--- src/rtl/cache_pkg.sv ---
// Shared definitions for the burst-refill cache controller: FSM state codes,
// the OKAY response code and the refill index width helper.
package cache_pkg;

  localparam logic [2:0] ST_IDLE    = 3'd0;
  localparam logic [2:0] ST_RD_ADDR = 3'd1;
  localparam logic [2:0] ST_RD_DATA = 3'd2;
  localparam logic [2:0] ST_WR_REQ  = 3'd3;
  localparam logic [2:0] ST_WR_RESP = 3'd4;

  localparam int RESP_OKAY = 0;

  // Keeps the index at least one bit wide even for degenerate line sizes.
  function automatic int idxWidth(input int lineWords);
    return (lineWords > 1) ? $clog2(lineWords) : 1;
  endfunction

endpackage

--- src/rtl/cache_ctrl_burst_if.sv ---
// Processor, RAM-control and bus handshake bundle for cache_ctrl_burst.
// master = the cache controller, slave = its environment.
interface cache_ctrl_burst_if #(
  parameter int LINE_WORDS = 4,
  parameter int BE_W       = 4,
  parameter int RESP_W     = 32
);
  import cache_pkg::*;

  localparam int IDX_W = idxWidth(LINE_WORDS);

  logic [BE_W-1:0]   p_w_en;
  logic              p_r_en;
  logic              hit;
  logic              readAddr_ready;
  logic              readData_valid;
  logic              writeAddr_ready;
  logic              writeData_ready;
  logic              writeResp_valid;
  logic [RESP_W-1:0] writeResp_msg;

  logic              readAddr_valid;
  logic              readData_ready;
  logic              writeAddr_valid;
  logic              writeData_valid;
  logic              writeResp_ready;
  logic              p_ready;
  logic              p_err;
  logic              w_tagram;
  logic              w_validram;
  logic              w_dataram;
  logic [BE_W-1:0]   dataram_be;
  logic              dataram_sel;
  logic              validin;
  logic [IDX_W-1:0]  refill_idx;

  modport master (
    input  p_w_en, p_r_en, hit, readAddr_ready, readData_valid,
           writeAddr_ready, writeData_ready, writeResp_valid, writeResp_msg,
    output readAddr_valid, readData_ready, writeAddr_valid, writeData_valid,
           writeResp_ready, p_ready, p_err, w_tagram, w_validram, w_dataram,
           dataram_be, dataram_sel, validin, refill_idx
  );

  modport slave (
    output p_w_en, p_r_en, hit, readAddr_ready, readData_valid,
           writeAddr_ready, writeData_ready, writeResp_valid, writeResp_msg,
    input  readAddr_valid, readData_ready, writeAddr_valid, writeData_valid,
           writeResp_ready, p_ready, p_err, w_tagram, w_validram, w_dataram,
           dataram_be, dataram_sel, validin, refill_idx
  );

endinterface

--- src/rtl/cache_ctrl_burst_beat_cnt.sv ---
// Refill beat counter (cache_beat_cnt): counts words within a line and flags
// the final word; shared with the line-writeback path.
module cache_beat_cnt
  import cache_pkg::*;
#(
  parameter int LINE_WORDS = 4,
  localparam int IDX_W = idxWidth(LINE_WORDS)
) (
  input  logic             clk,
  input  logic             rst_n,
  input  logic             i_clr,
  input  logic             i_inc,
  output logic [IDX_W-1:0] o_cnt,
  output logic             o_last
);

  logic [IDX_W-1:0] r_cnt;

  // LINE_WORDS is a power of two, so the increment wraps to 0 after the last word.
  always_ff @(posedge clk or negedge rst_n) begin
    if (!rst_n) begin
      r_cnt <= '0;
    end else if (i_clr) begin
      r_cnt <= '0;
    end else if (i_inc) begin
      r_cnt <= r_cnt + 1'b1;
    end
  end

  assign o_cnt  = r_cnt;
  assign o_last = (r_cnt == IDX_W'(LINE_WORDS - 1));

endmodule

--- src/rtl/cache_ctrl_burst.sv ---
// Control FSM for a direct-mapped write-through cache with burst line refill.
// Define CACHE_WRITE_ALLOCATE_EN to refill the line on a write miss first.
module cache_ctrl_burst
  import cache_pkg::*;
#(
  parameter int LINE_WORDS = 4,
  parameter int BE_W       = 4,
  parameter int RESP_W     = 32
) (
  input logic                clk,
  input logic                rst_n,
  cache_ctrl_burst_if.master bus
);

  localparam int IDX_W = idxWidth(LINE_WORDS);

  logic [2:0]       r_state;
  logic [2:0]       w_nextState;
  logic             r_awDone;
  logic             r_wDone;
  logic             r_hitQ;
  logic [BE_W-1:0]  r_beQ;

  logic             w_wrReq;
  logic             w_latchWr;
  logic             w_cntClr;
  logic             w_cntInc;
  logic             w_cntLast;
  logic [IDX_W-1:0] w_cnt;
  logic             w_awNext;
  logic             w_wNext;
  logic             w_respOk;

  assign w_wrReq  = |bus.p_w_en;
  assign w_awNext = r_awDone | bus.writeAddr_ready;
  assign w_wNext  = r_wDone | bus.writeData_ready;
  assign w_respOk = (bus.writeResp_msg == RESP_W'(RESP_OKAY));

  cache_beat_cnt #(.LINE_WORDS(LINE_WORDS)) u_beatCnt (
    .clk    (clk),
    .rst_n  (rst_n),
    .i_clr  (w_cntClr),
    .i_inc  (w_cntInc),
    .o_cnt  (w_cnt),
    .o_last (w_cntLast)
  );

  always_comb begin
    w_nextState         = r_state;
    w_latchWr           = 1'b0;
    w_cntClr            = 1'b0;
    w_cntInc            = 1'b0;
    bus.readAddr_valid  = 1'b0;
    bus.readData_ready  = 1'b0;
    bus.writeAddr_valid = 1'b0;
    bus.writeData_valid = 1'b0;
    bus.writeResp_ready = 1'b0;
    bus.p_ready         = 1'b0;
    bus.p_err           = 1'b0;
    bus.w_tagram        = 1'b0;
    bus.w_validram      = 1'b0;
    bus.w_dataram       = 1'b0;
    bus.dataram_be      = '0;
    bus.dataram_sel     = 1'b0;
    bus.validin         = 1'b0;
    bus.refill_idx      = '0;

    case (r_state)
      ST_IDLE: begin
        // A write outranks a simultaneous read; the read is simply not serviced.
        if (w_wrReq) begin
`ifdef CACHE_WRITE_ALLOCATE_EN
          if (!bus.hit) begin
            w_cntClr    = 1'b1;
            w_nextState = ST_RD_ADDR;
          end else begin
            w_latchWr   = 1'b1;
            w_nextState = ST_WR_REQ;
          end
`else
          w_latchWr   = 1'b1;
          w_nextState = ST_WR_REQ;
`endif
        end else if (bus.p_r_en) begin
          if (bus.hit) begin
            bus.p_ready = rst_n;
          end else begin
            w_cntClr    = 1'b1;
            w_nextState = ST_RD_ADDR;
          end
        end
      end

      ST_RD_ADDR: begin
        bus.readAddr_valid = 1'b1;
        if (bus.readAddr_ready) w_nextState = ST_RD_DATA;
      end

      ST_RD_DATA: begin
        bus.readData_ready = 1'b1;
        bus.refill_idx     = w_cnt;
        bus.dataram_be     = '1;
        if (bus.readData_valid) begin
          bus.w_dataram = 1'b1;
          w_cntInc      = 1'b1;
          if (w_cntLast) begin
            bus.w_tagram   = 1'b1;
            bus.w_validram = 1'b1;
            bus.validin    = 1'b1;
            w_nextState    = ST_IDLE;
          end
        end
      end

      ST_WR_REQ: begin
        bus.writeAddr_valid = !r_awDone;
        bus.writeData_valid = !r_wDone;
        if (w_awNext && w_wNext) w_nextState = ST_WR_RESP;
      end

      ST_WR_RESP: begin
        bus.writeResp_ready = 1'b1;
        if (bus.writeResp_valid) begin
          bus.p_ready = 1'b1;
          bus.p_err   = !w_respOk;
          w_nextState = ST_IDLE;
          if (r_hitQ && w_respOk) begin
            bus.w_dataram   = 1'b1;
            bus.dataram_sel = 1'b1;
            bus.dataram_be  = r_beQ;
          end
        end
      end

      default: w_nextState = ST_IDLE;
    endcase
  end

  always_ff @(posedge clk or negedge rst_n) begin
    if (!rst_n) begin
      r_state <= ST_IDLE;
    end else begin
      r_state <= w_nextState;
    end
  end

  // Address and data channels complete independently; flags clear once both are in.
  always_ff @(posedge clk or negedge rst_n) begin
    if (!rst_n) begin
      r_awDone <= 1'b0;
      r_wDone  <= 1'b0;
      r_hitQ   <= 1'b0;
      r_beQ    <= '0;
    end else begin
      if (w_latchWr) begin
        r_beQ  <= bus.p_w_en;
        r_hitQ <= bus.hit;
      end
      if (r_state == ST_WR_REQ) begin
        if (w_awNext && w_wNext) begin
          r_awDone <= 1'b0;
          r_wDone  <= 1'b0;
        end else begin
          r_awDone <= w_awNext;
          r_wDone  <= w_wNext;
        end
      end
    end
  end

endmodule

--- src/flat_wrapper.sv ---
// flat-port wrapper written by rule: the top's interface ports become plain ports
module cache_ctrl_burst_flat import cache_pkg::*;
#(
  parameter int LINE_WORDS = 4,
  parameter int BE_W       = 4,
  parameter int RESP_W     = 32
)
  (clk, rst_n, bus_p_w_en, bus_p_r_en, bus_hit, bus_readAddr_ready, bus_readData_valid, bus_writeAddr_ready, bus_writeData_ready, bus_writeResp_valid, bus_writeResp_msg, bus_readAddr_valid, bus_readData_ready, bus_writeAddr_valid, bus_writeData_valid, bus_writeResp_ready, bus_p_ready, bus_p_err, bus_w_tagram, bus_w_validram, bus_w_dataram, bus_dataram_be, bus_dataram_sel, bus_validin, bus_refill_idx);
  cache_ctrl_burst_if #(.LINE_WORDS(LINE_WORDS), .BE_W(BE_W), .RESP_W(RESP_W)) bus_i ();
  input logic clk;
  input logic rst_n;
  input wire logic [$bits(bus_i.p_w_en)-1:0] bus_p_w_en;
  input wire logic [$bits(bus_i.p_r_en)-1:0] bus_p_r_en;
  input wire logic [$bits(bus_i.hit)-1:0] bus_hit;
  input wire logic [$bits(bus_i.readAddr_ready)-1:0] bus_readAddr_ready;
  input wire logic [$bits(bus_i.readData_valid)-1:0] bus_readData_valid;
  input wire logic [$bits(bus_i.writeAddr_ready)-1:0] bus_writeAddr_ready;
  input wire logic [$bits(bus_i.writeData_ready)-1:0] bus_writeData_ready;
  input wire logic [$bits(bus_i.writeResp_valid)-1:0] bus_writeResp_valid;
  input wire logic [$bits(bus_i.writeResp_msg)-1:0] bus_writeResp_msg;
  output wire logic [$bits(bus_i.readAddr_valid)-1:0] bus_readAddr_valid;
  output wire logic [$bits(bus_i.readData_ready)-1:0] bus_readData_ready;
  output wire logic [$bits(bus_i.writeAddr_valid)-1:0] bus_writeAddr_valid;
  output wire logic [$bits(bus_i.writeData_valid)-1:0] bus_writeData_valid;
  output wire logic [$bits(bus_i.writeResp_ready)-1:0] bus_writeResp_ready;
  output wire logic [$bits(bus_i.p_ready)-1:0] bus_p_ready;
  output wire logic [$bits(bus_i.p_err)-1:0] bus_p_err;
  output wire logic [$bits(bus_i.w_tagram)-1:0] bus_w_tagram;
  output wire logic [$bits(bus_i.w_validram)-1:0] bus_w_validram;
  output wire logic [$bits(bus_i.w_dataram)-1:0] bus_w_dataram;
  output wire logic [$bits(bus_i.dataram_be)-1:0] bus_dataram_be;
  output wire logic [$bits(bus_i.dataram_sel)-1:0] bus_dataram_sel;
  output wire logic [$bits(bus_i.validin)-1:0] bus_validin;
  output wire logic [$bits(bus_i.refill_idx)-1:0] bus_refill_idx;
  assign bus_i.p_w_en = bus_p_w_en;
  assign bus_i.p_r_en = bus_p_r_en;
  assign bus_i.hit = bus_hit;
  assign bus_i.readAddr_ready = bus_readAddr_ready;
  assign bus_i.readData_valid = bus_readData_valid;
  assign bus_i.writeAddr_ready = bus_writeAddr_ready;
  assign bus_i.writeData_ready = bus_writeData_ready;
  assign bus_i.writeResp_valid = bus_writeResp_valid;
  assign bus_i.writeResp_msg = bus_writeResp_msg;
  assign bus_readAddr_valid = bus_i.readAddr_valid;
  assign bus_readData_ready = bus_i.readData_ready;
  assign bus_writeAddr_valid = bus_i.writeAddr_valid;
  assign bus_writeData_valid = bus_i.writeData_valid;
  assign bus_writeResp_ready = bus_i.writeResp_ready;
  assign bus_p_ready = bus_i.p_ready;
  assign bus_p_err = bus_i.p_err;
  assign bus_w_tagram = bus_i.w_tagram;
  assign bus_w_validram = bus_i.w_validram;
  assign bus_w_dataram = bus_i.w_dataram;
  assign bus_dataram_be = bus_i.dataram_be;
  assign bus_dataram_sel = bus_i.dataram_sel;
  assign bus_validin = bus_i.validin;
  assign bus_refill_idx = bus_i.refill_idx;
  cache_ctrl_burst #(.LINE_WORDS(LINE_WORDS), .BE_W(BE_W), .RESP_W(RESP_W)) u_core (.clk(clk), .rst_n(rst_n), .bus(bus_i));
endmodule
--- config.mk ---
export PLATFORM = sky130hd
export DESIGN_NAME = cache_ctrl_burst_flat
export DESIGN_NICKNAME = d
export VERILOG_FILES = /design/src/rtl/cache_pkg.sv /design/src/rtl/cache_ctrl_burst_if.sv /design/src/rtl/cache_ctrl_burst_beat_cnt.sv /design/src/rtl/cache_ctrl_burst.sv /design/src/flat_wrapper.sv
export SDC_FILE = /design/constraint.sdc
export NUM_CORES = 1
export LEC_CHECK = 0
export ABC_AREA = 0
export CAP_MARGIN = 15
export CORE_AREA = 2 2 52 54
export CTS_CLUSTER_DIAMETER = 60
export CTS_CLUSTER_SIZE = 25
export DETAILED_ROUTE_END_ITERATION = 8
export DIE_AREA = 0 0 54 56
export PLACE_DENSITY = 0.81
export SLEW_MARGIN = 10
export SYNTH_ARGS = -nofsm -noshare
export SYNTH_HDL_FRONTEND = slang
export SYNTH_SLANG_ARGS = --single-unit
--- constraint.sdc ---
create_clock -name clk -period 4.45 [get_ports clk]
set_input_delay 0.89 -clock clk [delete_from_list [all_inputs] [get_ports clk]]
set_output_delay 0.89 -clock clk [all_outputs]
set_load 0.05 [all_outputs]
* Word level (Yosys, flattened, before mapping)
Cells that the tools add are included.
** Cells by class
- Add/sub/neg operators :: 1
- Equal/unequal tests :: 12
- Muxes and demuxes :: 44
- Bitwise operators :: 2
- Reductions and logical operators :: 10
** Operators with widths (count)
- zero test 32 bit :: 1
- 2-to-1 mux 1 bit :: 27
- 2-to-1 mux 3 bit :: 8
- case mux 3 bit (5 select lines) :: 1
- 2-to-1 mux 4 bit :: 2
- != test 2 bit (second input constant) :: 4
- case mux 4 bit (2 select lines) :: 1
- AND reduction 7 bit :: 1
- == test 3 x 2 -> 1 bit (second input constant) :: 2
- 2-to-1 mux 2 bit :: 3
- != test 3 x 2 -> 1 bit (second input constant) :: 2
- case mux 1 bit (2 select lines) :: 2
- OR reduction 4 bit :: 1
- == test 3 x 1 -> 1 bit (second input constant) :: 1
- == test 3 bit (second input constant) :: 1
- zero test 1 bit :: 3
- zero test 3 bit :: 1
- adder 2 x 1 -> 2 bit (second input constant) :: 1
- == test 2 bit (second input constant) :: 1
- logical AND 1 bit :: 2
- != test 2 x 1 -> 1 bit (second input constant) :: 1
- bitwise OR 1 bit :: 2
- nonzero test 2 bit :: 1
** Word-level totals
- Flip-flop bits (word level) :: 12
- Bits of input ports :: 45

* Depth between registers and ports, before layout
- Depth in word-level cells :: 5
- Mapped depth :: 5

* Hierarchy
A second synthesis with hierarchy kept.
** Second synthesis, totals
- Cells, all modules :: 90
- Area, all modules :: 852.1 sq um
** By module, submodules not included
- cache_ctrl_burst :: times used 1, cells each 83, area an instance 763.2 sq um
- cache_beat_cnt :: times used 1, cells each 7, area an instance 88.8 sq um

* Worst setup path after synthesis
No wires, ideal clock.
- Path type :: flip-flop to output port
- Start point :: register u_core.r_state[1]
- End point :: output port bus_w_dataram
- Data arrival time :: 2.739 ns
- Required time :: 3.560 ns
- Setup slack :: 0.821 ns
- Cell stages (with the launch flop) :: 6
- Path buffers :: 1
- Cells stage by stage :: dfrtp_1 buf_2 nor3b_2 nand3_1 nor3_2 nand2b_1
** Between the ends
- Cells in the longest elaborated chain, start to end :: 2
** RTL lines
- from (decl) :: line cache_ctrl_burst.sv:17 : logic [2:0] r_state;
- from (signal assigned) :: line cache_ctrl_burst.sv:143 : r_state <= w_nextState;
- == test 3 bit or == test 3 x 2 -> 1 bit (tied branches) :: line cache_ctrl_burst.sv:68 : case (r_state)
- case mux 1 bit (2 select lines) (*) :: line cache_ctrl_burst.sv:68
- to (decl) :: line flat_wrapper.sv:30 : output wire logic [$bits(bus_i.w_dataram)-1:0] bus_w_dataram;
Mark *: on every way between the ends. The rest lies on a longest branch, timed or not.

* Worst setup path in the final report
- Start point :: input port bus_writeResp_msg[17]
- End point :: output port bus_dataram_sel
** Between the ends
- Cells in the longest elaborated chain, start to end :: 5
** RTL lines
- from (decl) :: line flat_wrapper.sv:20 : input wire logic [$bits(bus_i.writeResp_msg)-1:0] bus_writeResp_msg;
- zero test 32 bit :: line cache_ctrl_burst.sv:37 : assign w_respOk = (bus.writeResp_msg == RESP_W'(RESP_OKAY));
- logical AND 1 bit :: line cache_ctrl_burst.sv:127 : if (r_hitQ && w_respOk) begin
- 2-to-1 mux 1 bit :: line cache_ctrl_burst.sv:127
- 2-to-1 mux 1 bit :: line cache_ctrl_burst.sv:123 : if (bus.writeResp_valid) begin
- 2-to-1 mux 1 bit :: line cache_ctrl_burst.sv:68
- to (decl) :: line flat_wrapper.sv:32 : output wire logic [$bits(bus_i.dataram_sel)-1:0] bus_dataram_sel;
No other way between the ends.

==> impl_metrics.csv <==
group,metric,value,unit
run_status,status,"finished, final reports clean",
pwr,totalPowerFinal,855,µW
sta,finalSetupViolCount,0,
setup_path,critPathBufInv,2,
logic_synthesis,async_reset_ff_share,100,%
placement,io_buffers,62,
cts,clk_pin_slew,0.07,ns
setup_path,r2r-end,"u_core.r_hitQ$_DFFE_PN0P_",
final_layout,final_layout_size_suffix_gt1_share,13.0,%
global_routing,grt_usage,17.9,%
global_routing,grt_antenna_before_repair,0,
placement,dpl.hpwl,2200,µm
global_routing,grt_pass1_vias,977,
sta,slew_headroom,60.6,%
floorplan,die_w,54,µm
drt,vias,961,
drt,drt-initial-drc-count,12,
logic_synthesis,synth_edf_count,0,
setup_path,crit_chain,"clkdlybuf4s50_1 > nor4_1 > nand4_1 > nor3_2 > clkdlybuf4s50_1",
setup_path,start_kind,"input pin",
drt,ant_nets,0,
floorplan,die_area,0.00302,mm²
global_routing,grt_first_pass_wirelength,4010,µm
floorplan,rows,18,
placement,place_ws,0.692,ns
final_layout,syn_to_final_growth,79.7,%
logic_synthesis,avgSynthCellArea,8.73,µm²
setup_path,reg2reg_from,"u_core.r_state[0]$_DFFE_PN0P_",
cts,cts_root_buf,"clkbuf_4",
sta,tns,0,ns
pwr,p_leak,0.604,nW
cts,cts_buffer_depth,2,
pwr,powerDensity,586,mW/mm²
logic_synthesis,netlist_area,812,µm²
final_layout,fin_nets,202,
setup_path,crit_family,"buffers and inverters",
global_routing,grt_max_degree,14,
setup_path,r2r_cells,3,
logic_synthesis,seq_area_frac_synth,37.0,%
setup_path,critPathMostFrequentCell,"clkdlybuf4s50_1",
floorplan,core,0.00243,mm²
setup_path,cpPeakStageDelay,0.83,ns
cts,htreeDepth,1,
cts,cts_tree,"yes",
cts,cts_inserted_buffers,3,
drt,wirelength,2640,µm
sta,worst_slack,0.692,ns
sta,max_freq,266,MHz
floorplan,pin_count,63,
cts,clk_latency,0.27,ns
placement,gp_congestion,0.721,
sta,finalCritPeriodShare,84.5,%
sta,worst_clock_skew,0.00261,ns
floorplan,fp.dieH,56,µm
logic_synthesis,synth_ff_type,"dfrtp_1",
cts,ctsResizeCount,0,
sta,rsz0062_at_grt,"no",
logic_synthesis,synth_cells,93,
drt,first_pass_iters,4,
setup_path,worst-path-stages,5,
final_layout,layout_commonest_cell,"clkdlybuf4s50_1",
sta,tightestPinTransition,0.590,ns
hold_path,min_path_type,"reg -> reg",
run,cap_viol_max_count,0,
cts,hold_buffers,0,
sta,drv_slew,0,
setup_path,cp_slowest_cell,"clkdlybuf4s50_1",
setup_path,critPathKind,"in -> out",
setup_path,reg2reg_setup_slack,2.94,ns
hold_path,hp-start,"u_core.r_beQ[3]$_DFFE_PN0P_",
logic_synthesis,synth_warnings,0,
final_layout,layout_common_cells,"clkdlybuf4s50_1 (56), dfrtp_1 (12), nand2_1 (10)",
logic_synthesis,ys_ff_latch,12,
setup_path,arrival,2.87,ns
cts,cts.sinks,12,
global_routing,grt.overflow.total,0,
drt,vias_per_cell,5.22,
setup_path,crit_required,3.56,ns
sta,min_period,3.76,ns
final_layout,insertedDiodeCount,0,
floorplan,initial_utilization,33.4,%
drt,routedWlPerCell,14.3,µm
drt,drc,0,
setup_path,cp_max_fo,2,
hold_path,hold_end,"u_core.r_beQ[3]$_DFFE_PN0P_",
hold_path,hold_depth,2,
cts,postCtsSetupBuffers,0,
sta,hold_violations,0,
logic_synthesis,yosysUniqueCellTypes,31,
pwr,peakVddDrop,656,µV
logic_synthesis,synth_nets,139,
setup_path,end_kind,"primary output",
==> layout make-up <==
type | instances | area (µm²)
Fill cell | 215 | 973
Timing Repair Buffer | 64 | 621
Multi-Input combinational cell | 74 | 474
Sequential cell | 12 | 300
Tap cell | 30 | 37.5
Clock buffer | 3 | 22.5
Inverter | 1 | 3.75
==> power by group <==
part	switching [mW]	internal [mW]	total, mW
Sequential	0.0583	0.162	0.221
Clock	0.0349	0.0314	0.0663
Combinational	0.344	0.225	0.568
==> cell families after synthesis <==
| group | Yosys count | synth area share (%) |
|---|---|---|
| AOI/OAI and AO/OA | 19 | 15.3 |
| xor gates and xnor gates | 1 | 1.08 |
| adders and majority gates | 1 | 1.54 |
| buffers and inverters | 7 | 4.62 |
| DFF | 12 | 37.0 |
| muxes | 1 | 1.39 |
| and+or+nand+nor | 52 | 39.1 |
==> Yosys cell counts (all sizes together), types with 3 or more instances <==
| master | instances | share of area, % |
|---|---|---|
| a21o | 4 | 3.7 |
| a21oi | 7 | 4.3 |
| a22o | 4 | 4.3 |
| and2 | 4 | 3.1 |
| buf | 5 | 3.7 |
| dfrtp | 12 | 37 |
| nand2 | 10 | 4.6 |
| nand2b | 3 | 2.3 |
| nand3 | 3 | 1.8 |
| nor2 | 8 | 4.6 |
| nor4 | 9 | 6.9 |
| o21ai | 3 | 1.8 |
==> worst register-to-register path, stage by stage, from the launching register on <==
cell,delay (ns)
dfrtp_1,0.51
nor3_2,0.38
nand2_1,0.21
mux2_2,0.31
==> per-stage QoR <==
stage / cells / hold slack, ns / area (µm²) / util (%)
floorplan: 93 / 0.446 / 812 / -
detailed placement: 181 / 0.479 / 1440 / 59.1
finish: 184 / 0.494 / 1460 / 60.0
global route: 184 / 0.529 / 1460 / 60.0
CTS: 184 / 0.494 / 1460 / 60.0
global placement: 181 / 0.463 / 1440 / 59.1
==> registers in the layout (all words and copies together) (netlist names) <==
name                    flops
u_core.r_beQ                4
u_core.r_state              3
u_core.u_beatCnt.o_cnt      2
u_core.r_awDone             1
u_core.r_hitQ               1
u_core.r_wDone              1
==> per-layer routing <==
layer,global-route usage [%],routed length [µm]
met3,4.30,374
met2,31.5,1270
met5,0,0
met1,18.4,942
met4,9.64,49
==> worst max path at each step <==
| stage | slack (ns) | startpoint | end |
|---|---|---|---|
| final | 0.69 | bus_writeResp_msg[17] | bus_dataram_sel |
| after global routing | 0.55 | bus_writeResp_msg[25] | bus_dataram_sel |
| after CTS | 0.68 | bus_writeResp_msg[25] | bus_dataram_sel |
| after detailed placement | 0.69 | bus_writeResp_msg[25] | bus_dataram_sel |
| after global placement | 0.68 | bus_writeResp_msg[25] | bus_dataram_sel |
| after floorplan | 0.82 | u_core.r_state[1]$_DFFE_PN0P_ | bus_w_dataram |
Power figures use the tool's default switching activity.
==> RTL change: new RTL, same flow settings <==
Make the reset (`rst_n`) synchronous in 3 clocked blocks.
--- a/src/rtl/cache_ctrl_burst_beat_cnt.sv
+++ b/src/rtl/cache_ctrl_burst_beat_cnt.sv
@@ -17,7 +17,7 @@
   logic [IDX_W-1:0] r_cnt;
 
   // LINE_WORDS is a power of two, so the increment wraps to 0 after the last word.
-  always_ff @(posedge clk or negedge rst_n) begin
+  always_ff @(posedge clk) begin
     if (!rst_n) begin
       r_cnt <= '0;
     end else if (i_clr) begin
--- a/src/rtl/cache_ctrl_burst.sv
+++ b/src/rtl/cache_ctrl_burst.sv
@@ -136,7 +136,7 @@
     endcase
   end
 
-  always_ff @(posedge clk or negedge rst_n) begin
+  always_ff @(posedge clk) begin
     if (!rst_n) begin
       r_state <= ST_IDLE;
     end else begin
@@ -145,7 +145,7 @@
   end
 
   // Address and data channels complete independently; flags clear once both are in.
-  always_ff @(posedge clk or negedge rst_n) begin
+  always_ff @(posedge clk) begin
     if (!rst_n) begin
       r_awDone <= 1'b0;
       r_wDone  <= 1'b0;
Check against the original RTL: differs if rst_n is asserted again (counterexample within 4 cycles, from zero or initial values and one cycle with rst_n low); with rst_n held inactive, the same outputs for 10 cycles.
==> RTL change against the original RTL <==
Cell area grew 2.1%; largest cell class unchanged; critical path depth grew 1; total power decreased by 29%; sequential cell count unchanged; register-to-register slack got worse by 0.02 ns; global-route usage fell by 0.90 points; worst setup slack lost 0.29 ns; combinational power fell by 35%; final cell count up 5.4%; largest power group unchanged; maximum frequency decreased by 7.3%; synthesized area rose by 5.7%; routed wire length shrank 2.8%; critical path type unchanged.
==> RTL change: results (changes against the original RTL) <==
metric	value	unit	change
power.share.switching	46.5	%	-4.6 points
p_leak	0.579	nW	-4.1%
status	completed		
gr-usage-met1	17.8	%	-0.65 points
dpl_cell_area	1470	um2	+2.2%
async_flop_share	0	%	-100 points
via_per_inst	5.26		+0.77%
fin_worst_skew	0.00175	ns	-0.000860 ns
path_max_fanout	6		+4
ys_types	36		+16%
grt_use_total	17.0	%	-0.90 points
worstPathArrival	3.16	ns	+0.29 ns
synth_fa_ha_area_share	1.46	%	-0.083 points
endpoint	bus_dataram_be[0]		
yosysSeqAreaShare	28.0	%	-9.0 points
holdPathEnd	u_core.r_hitQ		
r2r-start	u_core.r_state[1]		
grt_max_degree	13		-1
crit_path_start	bus_writeResp_msg[1]		
min_from	u_core.r_hitQ		
reg2reg_slack	2.92	ns	-0.02 ns
max_slew_margin	65.4	%	+4.8 points
grtUsageMet2	30.8	%	-0.70 points
seq_power	0.000174	W	-21%
wl_met2	1230	um	-2.9%
synth_commonest_cells	13 x nor2_1, 12 x dfxtp_1, 9 x nand2_1, 9 x nor4_1		
synth_compound_area_share	18.7	%	+3.4 points
power	0.000605	W	-29%
hpwlAfterDp	2200	um	-0.39%
gp_congestion	0.749		+3.9%
drt_iter0_drc	16		+4
p_comb_share	61.0	%	-5.5 points
muxShareOfSynthArea	2.33	%	+0.95 points
ys_top_cells_by_area	dfxtp_1 28%, nor4_1 6.6%, nor2_1 5.7%, a22oi_1 4.4%, nor3b_4 4.4%		
[RTL change: worst max-delay path, cell delays in order]
cell and delay, ns:
clkdlybuf4s50_1 0.41, nor4_1 0.35, nand4_1 0.22, nor3_4 0.32, a21o_1 0.17, clkdlybuf4s50_1 0.80
[RTL change: cell type report]
| cell class | count | area [um2] |
|---|---|---|
| clock buffers | 3 | 22.5 |
| inverters | 2 | 7.51 |
| fillers | 234 | 942 |
| flip-flops and latches | 12 | 240 |
| well taps | 30 | 37.5 |
| multi-input cells | 85 | 562 |
| repair buffers | 62 | 621 |
[RTL change: stage by stage]
stage | cells | hold slack (ns) | worst slack [ns]
floorplan | 105 | 0.437 | 1.08
global placement | 191 | 0.459 | 0.416
detailed placement | 191 | 0.470 | 0.328
CTS | 194 | 0.481 | 0.328
global route | 194 | 0.511 | 0.219
finish | 194 | 0.475 | 0.398
